**config.mk**
```make
export PLATFORM = sky130hd
export DESIGN_NAME = adder3
export DESIGN_NICKNAME = d
export VERILOG_FILES = /design/src/rtl/adder_arb_pkg.sv /design/src/rtl/adder3.sv
export SDC_FILE = /design/constraint.sdc
export NUM_CORES = 1
export LEC_CHECK = 0
export ABC_CLOCK_PERIOD_IN_PS = 1200
export BUFFER_PORTS_ARGS = -buffer_cell sky130_fd_sc_hd__buf_2
export CORE_AREA = 2 2 39 41
export DETAILED_ROUTE_END_ITERATION = 8
export DIE_AREA = 0 0 41 43
export PLACE_DENSITY_LB_ADDON = 0.05
export SLEW_MARGIN = 15
export SYNTH_ARGS = -nofsm -noshare
export SYNTH_HDL_FRONTEND = slang
export SYNTH_SLANG_ARGS = --single-unit
```
**constraint.sdc**
```tcl
create_clock -name vclk -period 1.2
set_input_delay 0.12 -clock vclk [all_inputs]
set_output_delay 0.12 -clock vclk [all_outputs]
set_load 0.05 [all_outputs]
```
**src/rtl/adder_arb_pkg.sv**
```systemverilog
`default_nettype none
// ============================================================================
// Module      : adder_arb_pkg
// Description : Shared types and constants for the two-port adder arbiter:
//               FSM state encoding, port identifiers and datapath widths.
// Revision    : 1.0 - initial release
// ============================================================================
package adder_arb_pkg;

   // Operand and result widths of the shared adder
   localparam int OP_W  = 3;
   localparam int RES_W = 4;

   // Port identifiers as carried in owner / last-served / res_id
   localparam logic PORT0 = 1'b0;
   localparam logic PORT1 = 1'b1;

   // Arbiter FSM states
   typedef enum logic [1:0] {
      IDLE = 2'd0,
      CALC = 2'd1,
      DONE = 2'd2
   } state_e;

endpackage : adder_arb_pkg
`default_nettype wire

```
**src/rtl/adder3.sv**
```systemverilog
`default_nettype none
// ============================================================================
// Module      : adder3
// Description : Unsigned 3-bit + 3-bit adder, zero-extended to a 4-bit sum.
//               Purely combinational; 7 + 7 = 14 fits without overflow.
// Revision    : 1.0 - initial release
// ============================================================================
module adder3
   import adder_arb_pkg::*;
(
   input  logic [OP_W-1:0]  a_i,
   input  logic [OP_W-1:0]  b_i,
   output logic [RES_W-1:0] sum_o
);

   // Zero-extend both operands before adding so the carry lands in the MSB
   always_comb begin
      sum_o = {1'b0, a_i} + {1'b0, b_i};
   end

endmodule : adder3
`default_nettype wire

```
# Word level (Yosys, flattened, before mapping)
# Index checks and enable logic that the tools add are counted.
[totals]
register_bits = 0
latch_bits = 0
mem_bits_rw = 0
rom_bits = 0
inputBits = 6
output_inout_bits = 4
wordCells = 1
mem_count = 0
[classes]
add_sub_neg = 1
mul = 0
n_div = 0
order_cmp = 0
eq_ne = 0
shift = 0
n_mux = 0
bitwise = 0
n_reduce_logical = 0
[op_table]
columns = ["op", "count"]
rows = [
  ["$add 3x3->4", 1],
]

# Depth between registers and ports, before layout
[logic_depth]
ltp_word = 1
ltp_mapped = 4

# Least setup slack after synthesis
# No wires, ideal clock.
[synth_path]
path_type = "input to output"
startpoint = "input port a_i[0]"
endpoint = "output port sum_o[2]"
t_arrival_ps = 1511
path_slack_ps = -431
path_stages = 4
path_buffers = 0
cell_sequence = "ha_1 > inv_1 > fa_1 > xnor2_1"
[synth_via]
elab_chain_len = 1
[synth_lines]
columns = ["element", "line_no", "source"]
rows = [
  ["start: declaration", "adder3.sv:11", "input logic [OP_W-1:0] a_i,"],
  ["$add 3x3->4", "adder3.sv:18", "sum_o = {1'b0, a_i} + {1'b0, b_i};"],
  ["end: declaration", "adder3.sv:13", "output logic [RES_W-1:0] sum_o"],
]
# Every way passes these cells.

# Final worst setup path
[layout_path]
startpoint = "input port b_i[0]"
endpoint = "output port sum_o[1]"
[layout_via]
elab_chain_len = 1
[layout_lines]
columns = ["element", "line_no", "source"]
rows = [
  ["start: declaration", "adder3.sv:12", "input logic [OP_W-1:0] b_i,"],
  ["$add 3x3->4", "adder3.sv:18", ""],
]
# Every way passes these cells.

==> impl_metrics.toml <==
[status]
status = "finished, violations left"
failed_checks = "negative setup slack"

[worst_setup_path]
crit_type = "in -> out"
crit_path_end = "sum_o[1]"
critPathRequiredTime_ns = 1.08
cp-end-kind = "primary output"
critPathTopFamily = "adder cells"
crit_path_start_kind = "input pin"
critPathArrivalTime_ns = 1.12
crit_buf_inv = 4
critical_path.startpoint = "b_i[0]"
critical-path-slowest-cell = "fa_2"
crit_fanout = 2
cp.depth = 6
cp_slowest_stage_delay_ns = 0.54
worstPathCellList = "buf_6, ha_4, inv_2, fa_2, clkinvlp_4, buf_8"

[route]
vias_per_cell = 2.98
wirelength_um = 209
drc_errors = 0
drt-initial-drc-count = 0
ant_nets = 0
wl_per_cell_um = 5.23
vias = 119
firstDrtPassIters = 1

[grt]
grt_overflow = 0
grt_pass1_wl_um = 365
track_usage_pct = 2.80
grt_antenna_before_repair = 0
grt_pass1_vias = 111
grt_max_degree = 4

[power]
power_density_nw_per_um2 = 740
p_leak_nw = 0.117
clockPowerShare_pct = 0
power.total_mw = 0.186
combPwrFrac_pct = 100.0
p_int_mw = 0.0802
vdd_drop_max_v = 0.000153
seqPwrFrac_pct = 0
swShare_pct = 56.9
p_switching_mw = 0.106

[synthesis]
synth_nets = 22
syn_area_um2 = 95.1
yosys.area.top_type_share_pct = 39.5
syn_area_per_cell_um2 = 7.92
synth_cell_types = 7
seq_area_frac_synth_pct = 0
ys_warn_count = 0
synth.area.top_cells = "ha_1 39%, fa_1 21%, inv_1 16%"
synth_cells = 12
yosysTopAreaCell = "ha_1"

[placement]
port_buffers = 10
finalWeightedCongestion = 0.514

[sta]
setup_viol = 1
maxSlewHeadroom_pct = 83.7
period_share_pct = 103
timing.final.ws_setup_ns = -0.0407
period_minus_slack_ns = 1.24
hold_violations = 0
drv_slew = 0
setup_tns_ns = -0.0407
rsz0062_at_grt = "true"
max_freq_mhz = 806
tightestPinTransition_ns = 0.247

[floorplanning]
die_height_um = 43
rows = 14
start_util_pct = 6.87
die_x_um = 41
core_um2 = 1380
pin_count = 10
design.die.area_um2 = 1760

[min_path]
hp-class = "in -> out"
min_path_cells = 3

[cells_and_area]
fin_nets = 36
clkbuf_count = 0
num_antenna_cells = 0
seq_cells = 0
layout_common_cells = "5 x buf_2, 3 x buf_6, 2 x inv_1, 2 x buf_4"
layout_commonest_cell = "buf_2"
seq_area_um2 = 0
drive_gt1_share_pct = 75.0
syn2layout_area_growth_pct = 164

[flow_run]
maxCapViolCount = 0

[clock_tree]
hold_buffers = 0
[tightest hold or removal path: stages]
cell and delay (ns):
buf_6 0.07, ha_4 0.10, buf_2 0.24
[synth_stat cells]
library cell  count
ha_1              3
nand2_1           1
fa_1              1
nand3_1           1
a21oi_1           1
inv_1             4
xnor2_1           1
[metal layers]
metal / track usage, % / vias to the layer above / routed length, um
li1: - / 61 / -
met1: 2.86 / 52 / 71
met2: 5.94 / 6 / 111
met3: 0 / 0 / 26
met4: 0 / 0 / 0
met5: 0 / - / 0
[cells by family after synthesis]
| family | after synthesis | share of synthesized area, % |
|---|---|---|
| xor+xnor | 1 | 9.21 |
| simple gates | 2 | 9.20 |
| buf+inv | 4 | 15.8 |
| compound gates | 1 | 5.26 |
| fa+ha+maj | 4 | 60.5 |
[worst min-delay path by stage]
stage / from / end / slack [ns]
after floorplan: b_i[0] / sum_o[0] / 0.43
after global placement: b_i[0] / sum_o[0] / 0.69
after detailed placement: b_i[0] / sum_o[0] / 0.70
after CTS: a_i[0] / sum_o[0] / 0.66
after global routing: a_i[0] / sum_o[0] / 0.67
final: a_i[0] / sum_o[0] / 0.66
[per-stage QoR]
step | setup WS (ns) | utilization [%] | cell area, um2 | std cells | hold slack [ns]
floorplan | 0.0330 | - | 133 | 12 | 0.435
global placement | -0.138 | 15.2 | 210 | 39 | 0.693
detailed placement | -0.138 | 15.2 | 210 | 39 | 0.695
CTS | -0.0502 | 17.8 | 246 | 40 | 0.664
global route | -0.0849 | 18.2 | 251 | 40 | 0.673
finish | -0.0407 | 18.2 | 251 | 40 | 0.661
[repair_timing]
action,4_1_cts,5_1_grt
endpoints found under the setup margin,2,3
resized for setup,7,2
buffers inserted,1,0
pin swaps,2,1
[area by class of cell]
class | count | area, um2
Inverter | 4 | 18.8
Timing Repair Buffer | 12 | 96.3
Tap cell | 16 | 20.0
Multi-Input combinational cell | 8 | 116
Fill cell | 162 | 1130
[power by group through the flow]
stage	combinational (mW)	clock (mW)	sequential [mW]
after floorplan	0.130	0	0
after global placement	0.158	0	0
after detailed placement	0.158	0	0
after CTS	0.186	0	0
after global routing	0.200	0	0
final	0.186	0	0
(Power assumes the default switching activity.)
